<file path="src/rtl/ldm_stm_sequencer_pkg.sv">
// rtl/ldm_stm_sequencer_pkg.sv - shared types and constants for the register-list sequencer
package ldm_stm_sequencer_pkg;

    typedef enum logic [1:0] {
        UOP_NONE    = 2'd0,
        UOP_LOAD    = 2'd1,
        UOP_STORE   = 2'd2,
        UOP_BASE_WB = 2'd3
    } uop_kind_e;

    typedef enum logic [1:0] {
        IDLE = 2'd0,
        XFER = 2'd1,
        WB   = 2'd2
    } seq_state_e;

    localparam logic [3:0] SP_ADDR = 4'd13;
    localparam logic [3:0] LR_ADDR = 4'd14;
    localparam logic [3:0] PC_ADDR = 4'd15;

    // A Thumb register list holds at most nine registers, so four bits suffice.
    function automatic logic [3:0] popcount16(input logic [15:0] m);
        logic [3:0] c;
        c = '0;
        for (int i = 0; i < 16; i++) begin
            c = c + {3'b000, m[i]};
        end
        return c;
    endfunction

endpackage

</file>
<file path="src/rtl/ldm_stm_sequencer_if.sv">
// rtl/ldm_stm_sequencer_if.sv - decode-side handshake and micro-op bus of the sequencer
interface ldm_stm_sequencer_if
    import ldm_stm_sequencer_pkg::*;
#(
    parameter int ADDR_WIDTH = 4,
    parameter int WORD       = 32
) ();

    logic                  is_valid_i;
    logic [15:0]           instruction_i;
    logic                  hold_i;
    logic                  flush_pipeline_i;
    logic                  stall_fetch_o;
    logic                  uop_valid_o;
    uop_kind_e             uop_kind_o;
    logic [ADDR_WIDTH-1:0] reg_addr_o;
    logic [ADDR_WIDTH-1:0] base_addr_o;
    logic [WORD-1:0]       offset_o;
    logic                  last_uop_o;
    logic                  busy_o;

    modport master (
        output is_valid_i, instruction_i, hold_i, flush_pipeline_i,
        input  stall_fetch_o, uop_valid_o, uop_kind_o, reg_addr_o,
               base_addr_o, offset_o, last_uop_o, busy_o
    );

    modport slave (
        input  is_valid_i, instruction_i, hold_i, flush_pipeline_i,
        output stall_fetch_o, uop_valid_o, uop_kind_o, reg_addr_o,
               base_addr_o, offset_o, last_uop_o, busy_o
    );

endinterface

</file>
<file path="src/rtl/ldm_stm_sequencer_reg_list_scanner.sv">
// rtl/ldm_stm_sequencer_reg_list_scanner.sv - lowest-set-bit priority encoder over a register mask
module ldm_stm_sequencer_reg_list_scanner (
    input  logic [15:0] mask,
    output logic [3:0]  index,
    output logic [15:0] rest,
    output logic        empty
);

    // Scan downward so the last hit, the lowest set bit, wins.
    always_comb begin
        index = '0;
        for (int i = 15; i >= 0; i--) begin
            if (mask[i]) begin
                index = 4'(i);
            end
        end
        rest  = mask & ~(16'b1 << index);
        empty = ~|mask;
    end

endmodule

</file>
<file path="src/rtl/ldm_stm_sequencer.sv">
// rtl/ldm_stm_sequencer.sv - PUSH/POP micro-op sequencer; LDMIA/STMIA enabled by LDM_STM_EN
module ldm_stm_sequencer
    import ldm_stm_sequencer_pkg::*;
#(
    parameter int ADDR_WIDTH = 4,
    parameter int WORD       = 32
) (
    input  logic                clk_i,
    input  logic                reset_i,
    ldm_stm_sequencer_if.slave  bus
);

    seq_state_e            state_q, state_d;
    logic [15:0]           mask_q, mask_d;
    logic [3:0]            k_q, k_d;
    logic [3:0]            n_q;
    logic [ADDR_WIDTH-1:0] base_q;
    logic                  push_q, load_q, skip_wb_q;

    logic                  dec_hit, dec_push, dec_load, dec_skip_wb;
    logic [15:0]           dec_mask;
    logic [ADDR_WIDTH-1:0] dec_base;
    logic [7:0]            dec_list;
    logic                  accept;

    logic [3:0]            scan_idx;
    logic [15:0]           scan_rest;
    logic                  scan_empty;

    always_comb begin
        dec_hit     = 1'b0;
        dec_push    = 1'b0;
        dec_load    = 1'b0;
        dec_skip_wb = 1'b0;
        dec_mask    = '0;
        dec_base    = ADDR_WIDTH'(SP_ADDR);
        dec_list    = bus.instruction_i[7:0];
        if (bus.instruction_i[15:9] == 7'b1011_010) begin
            dec_hit  = 1'b1;
            dec_push = 1'b1;
            dec_mask = {1'b0, bus.instruction_i[8], 6'b0, dec_list};
        end else if (bus.instruction_i[15:9] == 7'b1011_110) begin
            dec_hit  = 1'b1;
            dec_load = 1'b1;
            dec_mask = {bus.instruction_i[8], 7'b0, dec_list};
        end
`ifdef LDM_STM_EN
        else if (bus.instruction_i[15:12] == 4'b1100) begin
            dec_hit     = 1'b1;
            dec_load    = bus.instruction_i[11];
            dec_mask    = {8'b0, dec_list};
            dec_base    = ADDR_WIDTH'(bus.instruction_i[10:8]);
            // Writeback is suppressed when the loaded list already overwrites Rn.
            dec_skip_wb = bus.instruction_i[11] & dec_list[bus.instruction_i[10:8]];
        end
`endif
    end

    assign accept = bus.is_valid_i & (state_q == IDLE) & ~bus.flush_pipeline_i
                  & dec_hit & (|dec_mask);

    ldm_stm_sequencer_reg_list_scanner u_scanner (
        .mask  (mask_q),
        .index (scan_idx),
        .rest  (scan_rest),
        .empty (scan_empty)
    );

    always_ff @(posedge clk_i or posedge reset_i) begin
        if (reset_i) begin
            state_q <= IDLE;
            mask_q  <= '0;
            k_q     <= '0;
        end else begin
            state_q <= state_d;
            mask_q  <= mask_d;
            k_q     <= k_d;
        end
    end

    always_ff @(posedge clk_i or posedge reset_i) begin
        if (reset_i) begin
            n_q       <= '0;
            base_q    <= '0;
            push_q    <= 1'b0;
            load_q    <= 1'b0;
            skip_wb_q <= 1'b0;
        end else if (accept) begin
            n_q       <= popcount16(dec_mask);
            base_q    <= dec_base;
            push_q    <= dec_push;
            load_q    <= dec_load;
            skip_wb_q <= dec_skip_wb;
        end
    end

    always_comb begin
        state_d = state_q;
        mask_d  = mask_q;
        k_d     = k_q;
        if (bus.flush_pipeline_i) begin
            state_d = IDLE;
            mask_d  = '0;
            k_d     = '0;
        end else begin
            case (state_q)
                IDLE: begin
                    if (accept) begin
                        state_d = XFER;
                        mask_d  = dec_mask;
                        k_d     = '0;
                    end
                end
                XFER: begin
                    if (scan_empty) begin
                        state_d = IDLE;
                    end else if (!bus.hold_i) begin
                        mask_d = scan_rest;
                        k_d    = k_q + 4'd1;
                        if (scan_rest == 16'b0) begin
                            state_d = skip_wb_q ? IDLE : WB;
                        end
                    end
                end
                WB: begin
                    if (!bus.hold_i) begin
                        state_d = IDLE;
                    end
                end
                default: state_d = IDLE;
            endcase
        end
    end

    logic [WORD-1:0] k4, n4;
    logic            busy, last;

    assign k4   = WORD'({k_q, 2'b00});
    assign n4   = WORD'({n_q, 2'b00});
    assign busy = (state_q != IDLE);

    always_comb begin
        bus.uop_kind_o  = UOP_NONE;
        bus.reg_addr_o  = '0;
        bus.base_addr_o = '0;
        bus.offset_o    = '0;
        last            = 1'b0;
        case (state_q)
            XFER: begin
                bus.uop_kind_o  = load_q ? UOP_LOAD : UOP_STORE;
                bus.reg_addr_o  = ADDR_WIDTH'(scan_idx);
                bus.base_addr_o = base_q;
                bus.offset_o    = push_q ? (k4 - n4) : k4;
                last            = skip_wb_q & (scan_rest == 16'b0);
            end
            WB: begin
                bus.uop_kind_o  = UOP_BASE_WB;
                bus.reg_addr_o  = base_q;
                bus.base_addr_o = base_q;
                bus.offset_o    = push_q ? (WORD'(0) - n4) : n4;
                last            = 1'b1;
            end
            default: ;
        endcase
    end

    assign bus.last_uop_o    = last;
    assign bus.busy_o        = busy;
    assign bus.uop_valid_o   = busy & ~bus.flush_pipeline_i;
    assign bus.stall_fetch_o = ~bus.flush_pipeline_i
                             & (accept | (busy & ~last) | (last & bus.hold_i));

endmodule

</file>
<file path="src/flat_wrapper.sv">
// flat-port wrapper written by rule: the top's interface ports become plain ports
module ldm_stm_sequencer_flat import ldm_stm_sequencer_pkg::*;
#(
    parameter int ADDR_WIDTH = 4,
    parameter int WORD       = 32
)
  (clk_i, reset_i, bus_is_valid_i, bus_instruction_i, bus_hold_i, bus_flush_pipeline_i, bus_stall_fetch_o, bus_uop_valid_o, bus_uop_kind_o, bus_reg_addr_o, bus_base_addr_o, bus_offset_o, bus_last_uop_o, bus_busy_o);
  ldm_stm_sequencer_if #(.ADDR_WIDTH(ADDR_WIDTH), .WORD(WORD)) bus_i ();
  input  logic clk_i;
  input  logic reset_i;
  input wire logic [$bits(bus_i.is_valid_i)-1:0] bus_is_valid_i;
  input wire logic [$bits(bus_i.instruction_i)-1:0] bus_instruction_i;
  input wire logic [$bits(bus_i.hold_i)-1:0] bus_hold_i;
  input wire logic [$bits(bus_i.flush_pipeline_i)-1:0] bus_flush_pipeline_i;
  output wire logic [$bits(bus_i.stall_fetch_o)-1:0] bus_stall_fetch_o;
  output wire logic [$bits(bus_i.uop_valid_o)-1:0] bus_uop_valid_o;
  output wire logic [$bits(bus_i.uop_kind_o)-1:0] bus_uop_kind_o;
  output wire logic [$bits(bus_i.reg_addr_o)-1:0] bus_reg_addr_o;
  output wire logic [$bits(bus_i.base_addr_o)-1:0] bus_base_addr_o;
  output wire logic [$bits(bus_i.offset_o)-1:0] bus_offset_o;
  output wire logic [$bits(bus_i.last_uop_o)-1:0] bus_last_uop_o;
  output wire logic [$bits(bus_i.busy_o)-1:0] bus_busy_o;
  assign bus_i.is_valid_i = bus_is_valid_i;
  assign bus_i.instruction_i = bus_instruction_i;
  assign bus_i.hold_i = bus_hold_i;
  assign bus_i.flush_pipeline_i = bus_flush_pipeline_i;
  assign bus_stall_fetch_o = bus_i.stall_fetch_o;
  assign bus_uop_valid_o = bus_i.uop_valid_o;
  assign bus_uop_kind_o = bus_i.uop_kind_o;
  assign bus_reg_addr_o = bus_i.reg_addr_o;
  assign bus_base_addr_o = bus_i.base_addr_o;
  assign bus_offset_o = bus_i.offset_o;
  assign bus_last_uop_o = bus_i.last_uop_o;
  assign bus_busy_o = bus_i.busy_o;
  ldm_stm_sequencer #(.ADDR_WIDTH(ADDR_WIDTH), .WORD(WORD)) u_core (.clk_i(clk_i), .reset_i(reset_i), .bus(bus_i));
endmodule
</file>
<file path="config.mk">
export PLATFORM = sky130hd
export DESIGN_NAME = ldm_stm_sequencer_flat
export DESIGN_NICKNAME = d
export VERILOG_FILES = /design/src/rtl/ldm_stm_sequencer_pkg.sv /design/src/rtl/ldm_stm_sequencer_if.sv /design/src/rtl/ldm_stm_sequencer_reg_list_scanner.sv /design/src/rtl/ldm_stm_sequencer.sv /design/src/flat_wrapper.sv
export SDC_FILE = /design/constraint.sdc
export NUM_CORES = 1
export LEC_CHECK = 0
export CAP_MARGIN = 10
export CORE_MARGIN = 2
export CORE_UTILIZATION = 51
export DETAILED_ROUTE_END_ITERATION = 12
export GPL_TIMING_DRIVEN = 1
export PLACE_DENSITY = 0.82
export SLEW_MARGIN = 20
export SYNTH_ARGS = -nofsm -noshare
export SYNTH_HDL_FRONTEND = slang
export SYNTH_HIERARCHICAL = 1
export SYNTH_SLANG_ARGS = --single-unit
</file>
<file path="constraint.sdc">
create_clock -name clk_i -period 4.3 [get_ports clk_i]
set_input_delay 0.86 -clock clk_i [delete_from_list [all_inputs] [get_ports clk_i]]
set_output_delay 0.86 -clock clk_i [all_outputs]
set_load 0.01 [all_outputs]
</file>
# After elaboration in Yosys (flattened, before gate mapping)
# Index checks and enable logic that the tools add are counted.
# Widths: inputs -> output; s select.
[totals] input_bits=21 regBits=29 elab_cells=106 out_inout_bits=46
[op_classes] mux=47 add_sub_neg=18 eq_ne=10 shift=1 n_reduce_logical=9 bitwise=14
[ops] operator="$mux 16" n=6
[ops] operator="$mux 4" n=21
[ops] operator="$mux 32" n=2
[ops] operator="$pmux 32 s2" n=1
[ops] operator="$add 4x1->4" n=14
[ops] operator="$pmux 16 s2" n=1
[ops] operator="$reduce_or 16->1" n=2
[ops] operator="$and 16x16->16" n=1
[ops] operator="$logic_not 16->1" n=1
[ops] operator="$not 16->16" n=1
[ops] operator="$pmux 4 s2" n=2
[ops] operator="$shl 1x4->16 const A" n=1
[ops] operator="$eq 7x7->1 const B" n=2
[ops] operator="$mux 2" n=7
[ops] operator="$ne 3x3->1 const B" n=3
[ops] operator="$and 1x1->1" n=8
[ops] operator="$reduce_and 4->1" n=2
[ops] operator="$sub 1x6->7 const A" n=1
[ops] operator="$sub 6x6->7" n=1
[ops] operator="$pmux 2 s3" n=1
[ops] operator="$mux 1" n=5
[ops] operator="$add 4x1->4 const B" n=1
[ops] operator="$ne 4x3->1 const B" n=1
[ops] operator="$ne 4x4->1 const B" n=1
[ops] operator="other kinds (11)" n=13

# Logic depth before layout (Yosys ltp)
[depth] word_depth=25 depth_mapped=16 ltp_nobuf=15

# Cells and area by module
# Netlist, hierarchy kept.
[by_module_without_submodules] module="ldm_stm_sequencer" n_inst=1 seq_area_each_um2=725.7 area_each_um2=2469.9 cells_each=286
[by_module_without_submodules] module="ldm_stm_sequencer_reg_list_scanner" n_inst=1 seq_area_each_um2=0.0 area_each_um2=357.8 cells_each=60

# Least setup slack after synthesis
# OpenSTA, ideal clock, no wires.
[synth_timing] kind="input port to flip-flop" startpoint="input port bus_instruction_i[14]" endpoint="register u_core.n_q[2]" arrival_time_ns=3.936 slack_ns=0.232 required_time_ns=4.168 setup_time_ns=0.132 path_buffers=1 stages=15 cell_sequence="nand4b_4 > nor3b_4 > clkbuf_1 > and2_1 > fa_1 > inv_1 > fa_1 > fa_1 > inv_1 > ha_1 > inv_1 > fa_1 > xor2_1 > nor2_1 > a21oi_1"
[synth_between] elab_chain_len=18 elab_cells_between_ends=24 cone_classes="add/sub: 15; eq/ne: 2; mux: 4; bitwise: 2; reduce/logical: 1"
[synth_rtl] item="start, declared" line_no="flat_wrapper.sv:12" rtl="input wire logic [$bits(bus_i.instruction_i)-1:0] bus_instruction_i;"
[synth_rtl] item="$eq 7x7->1" line_no="ldm_stm_sequencer.sv:42" rtl="end else if (bus.instruction_i[15:9] == 7'b1011_110) begin"
[synth_rtl] item="$mux 16" line_no="ldm_stm_sequencer.sv:42"
[synth_rtl] item="$mux 16" line_no="ldm_stm_sequencer.sv:38" rtl="if (bus.instruction_i[15:9] == 7'b1011_010) begin"
[synth_rtl] item="$add 1x1->2" line_no="ldm_stm_sequencer_pkg.sv:26" rtl="c = c + {3'b000, m[i]};"
[synth_rtl] item="$add 4x1->4 (14 in series)" line_no="ldm_stm_sequencer_pkg.sv:26"
[synth_rtl] item="end signal, assigned" line_no="ldm_stm_sequencer.sv:89" rtl="n_q <= popcount16(dec_mask);"
[synth_rtl] item="end, declared" line_no="ldm_stm_sequencer.sv:16" rtl="logic [3:0] n_q;"
# Several ways; a longest one is shown, not always the timed one.
# A chain may end at the register's enable or synchronous reset.

# Worst setup path in the final report
# Same ends and word-level chain as after synthesis.

==> impl_metrics.tcl <==
set metrics [dict create \
    fin_area_sq_um 3455 \
    grt_pass1_vias 2595 \
    drive_above_1_share 0.1070 \
    outcome "finished clean" \
    finClkSkew_ns 0.004917 \
    core_sq_um 5439 \
    routabilityCongestion 0.9422 \
    power.density_nw_per_um2 228.6 \
    drv_slew 0 \
    max_freq_mhz 242.1 \
    synth_cell_types 53 \
    grt_max_degree 30 \
    dpl.hpwl_mm 5.501 \
    critPathMaxFanout 7 \
    drt-pass1-iter-count 5 \
    ctsHtreeMaxLevel 2 \
    worstSetupPathType "input pin to register" \
    clk_path_buf_depth 2 \
    hold_viol_final 0 \
    numClockSinks 29 \
    start_util 0.5199 \
    p_leak_nw 1.473 \
    async_flop_share 1.000 \
    r2r_slack_ns 1.11 \
    gr-usage-all-layers 0.2350 \
    cts_tree "yes" \
    rows 27 \
    io_pins 67 \
    routed_wl_mm 7.117 \
    critPathLaunchType "input pin" \
    die_w_um 78.46 \
    synthCells 346 \
    fin_crit_ns 4.131 \
    grt_pass1_wl_mm 11.61 \
    arrival_ns 4.29 \
    cts-root-buf "clkbuf_8" \
    crit_required_ns 4.46 \
    hold_class "register to register" \
    yosys_warnings 6 \
    num_vias 2638 \
    finish.utilization 0.6352 \
    syn-cell-area_sq_um 2828 \
    critPathMaxStageDelay_ns 0.45 \
    nets 423 \
    syn_area_per_cell_sq_um 8.173 \
    grt.overflow.total 0 \
    drtIter0Drc 257 \
    cts_buffers 5 \
    clock_latency_ns 0.28 \
    clkSlewWorstSetupHoldPaths_ns 0.06 \
    fin_crit_sh 0.9606 \
    timing.max_slew.rel_slack 0.5148 \
    crit_chain "clkdlybuf4s50_1, nand4b_4, nor3b_4, nand2_1, inv_1, fa_1, inv_1, fa_1, fa_1, inv_1, ha_1, inv_1, fa_1, xor2_1, nor2_1, a21oi_1" \
    peakVddDrop_uv 136.6 \
    synth-seq-area-share 0.2566 \
    cp-end-kind "register" \
    drc 0 \
    setup_viol 0 \
    n_antenna_cell 0 \
    antenna_found_initial 0 \
    viasPerCell 5.798 \
    worstMarginPinSlew_ns 0.7254 \
    ys_seq_elements 29 \
    syn_to_final_growth_pct 22.17 \
    ant_nets 0 \
    synth_edf_count 0 \
    die_area_sq_um 6156 \
    worst_path_max_delay_cell "fa_1" \
    maxCapViolCount 0 \
    synth_flop_cell "dfrtp_1" \
    dpl_cell_area_sq_um 3306 \
    die_h_um 78.46 \
    routedWlPerCell_um 15.64 \
    port-buffer-count 63 \
]
==> what timing repair did <==
item,in CTS,in global routing
setup buffers,0,1
setup endpoints to repair,0,2
hold buffers,0,0
resized for setup,0,7
==> logic make-up after synthesis <==
kind of cell | count (synthesis) | synth area share
AND/OR/NAND/NOR | 117 | 0.2168
AO/OA/AOI/OAI | 84 | 0.1978
buffers and inverters | 75 | 0.1496
flip-flops | 29 | 0.2566
adder cells (fa/ha/maj) | 20 | 0.1071
multiplexers | 14 | 0.05398
XOR/XNOR | 5 | 0.01549
other | 2 | 0.002656
==> through the flow <==
| step | TNS, ns | total power [mW] | cells | hold slack (ns) | setup WS [ns] |
|---|---|---|---|---|---|
| after detailed placement | -0.3387 | 0.4948 | 446 | 0.4660 | -0.1790 |
| after global placement | -0.02845 | 0.4888 | 446 | 0.4722 | -0.02845 |
| final | 0 | 0.7896 | 455 | 0.4769 | 0.1693 |
| after CTS | 0 | 0.7886 | 454 | 0.4799 | 0.03782 |
| after floorplan | 0 | 0.4345 | 348 | 0.4414 | 0.2321 |
| after global routing | -0.01523 | 0.8291 | 455 | 0.5136 | -0.01523 |
==> cell type report <==
class                   count  area, sq um
multi-input cells         244         1702
repair buffers             72        708.2
fillers                   476         1984
clock buffers               7        86.33
clock inverters             1        30.03
well taps                  72        90.09
inverters                  30        112.6
flip-flops and latches     29        725.7
==> flip-flops by register name, summed over array words and instances (netlist names) <==
name,flops
u_core/state_q,2
u_core/mask_q,16
u_core/load_q,1
u_core/push_q,1
u_core/n_q,4
u_core/base_q,1
u_core/k_q,4
==> final timing paths <==
| kind | from | endpoint | cells after the start |
|---|---|---|---|
| worst min-delay path | u_core/n_q[3] | u_core/n_q[3] | 2 |
| min in group asynchronous | reset_i | u_core/mask_q[11] | 2 |
| worst max register to register | u_core/mask_q[9] | u_core/state_q[1] | 10 |
| worst max-delay path | bus_instruction_i[14] | u_core/n_q[2] | 16 |
| max in group asynchronous | reset_i | u_core/load_q | 2 |
| worst min register to register | u_core/n_q[3] | u_core/n_q[3] | 2 |
==> critical path, delay by kind of cell <==
| kind | cells | cell delay, ns |
|---|---|---|
| buf+inv | 5 | 0.71 |
| compound gates | 1 | 0.04 |
| xor+xnor | 1 | 0.16 |
| fa+ha+maj | 5 | 1.84 |
| simple gates | 4 | 0.68 |
==> placed cells by master (no fill, tap or decap), drive strengths merged, types with 5 or more instances in the layout <==
master and count:
o21ai 20, and3 6, nor2 19, o31ai 10, buf 9, o31a 7, a31oi 8, nand2 39
inv 30, clkdlybuf4s50 59, nand3 11, nor4 7, nor2b 5, and2 8, dfrtp 29, fa 7
a21o 5, ha 13, a21oi 19, mux2 10, clkbuf 7
==> per-layer routing <==
layer / up-vias / global-route usage / wire length (um)
met1: 1245 / 0.2844 / 2972
met3: 20 / 0.03563 / 425
met2: 123 / 0.4138 / 3493
li1: 1250 / - / -
met4: 0 / 0.1018 / 225
met5: - / 0 / 0
==> Yosys cell counts (2+ instances only) <==
master | instances | area [sq um]
a21oi_1 | 19 | 95.09
mux2_2 | 10 | 112.6
nor2_1 | 17 | 63.81
conb_1 | 2 | 7.510
inv_1 | 28 | 105.1
dfrtp_1 | 29 | 725.7
nand3b_1 | 2 | 15.01
nand2_1 | 39 | 146.4
clkbuf_1 | 8 | 30.03
o21ai_0 | 20 | 100.1
buf_2 | 2 | 10.01
nand3_1 | 11 | 55.05
or4_1 | 3 | 22.52
a21o_1 | 5 | 37.54
and3_1 | 6 | 37.54
nand2b_1 | 3 | 18.77
inv_2 | 2 | 7.510
xnor2_1 | 4 | 35.03
o21a_1 | 4 | 30.03
buf_6 | 3 | 33.78
fa_1 | 7 | 140.1
buf_4 | 31 | 232.7
nor3_1 | 4 | 20.02
a31oi_1 | 8 | 50.05
and2_1 | 8 | 50.05
nor2b_1 | 5 | 31.28
o31ai_1 | 10 | 75.07
nor4_1 | 7 | 43.79
nor2_2 | 2 | 12.51
mux2i_1 | 4 | 40.04
o31a_1 | 7 | 61.31
nand4_1 | 3 | 18.77
ha_1 | 13 | 162.7
==> power by group <==
group	total, mW	leakage [nW]	switching (mW)	internal, mW
combinational	0.208	1.02	0.128	0.0797
sequential	0.289	0.400	0.00790	0.281
clock	0.293	0.0585	0.104	0.189
total	0.790	1.47	0.240	0.549
Power figures use the tool's default switching activity.
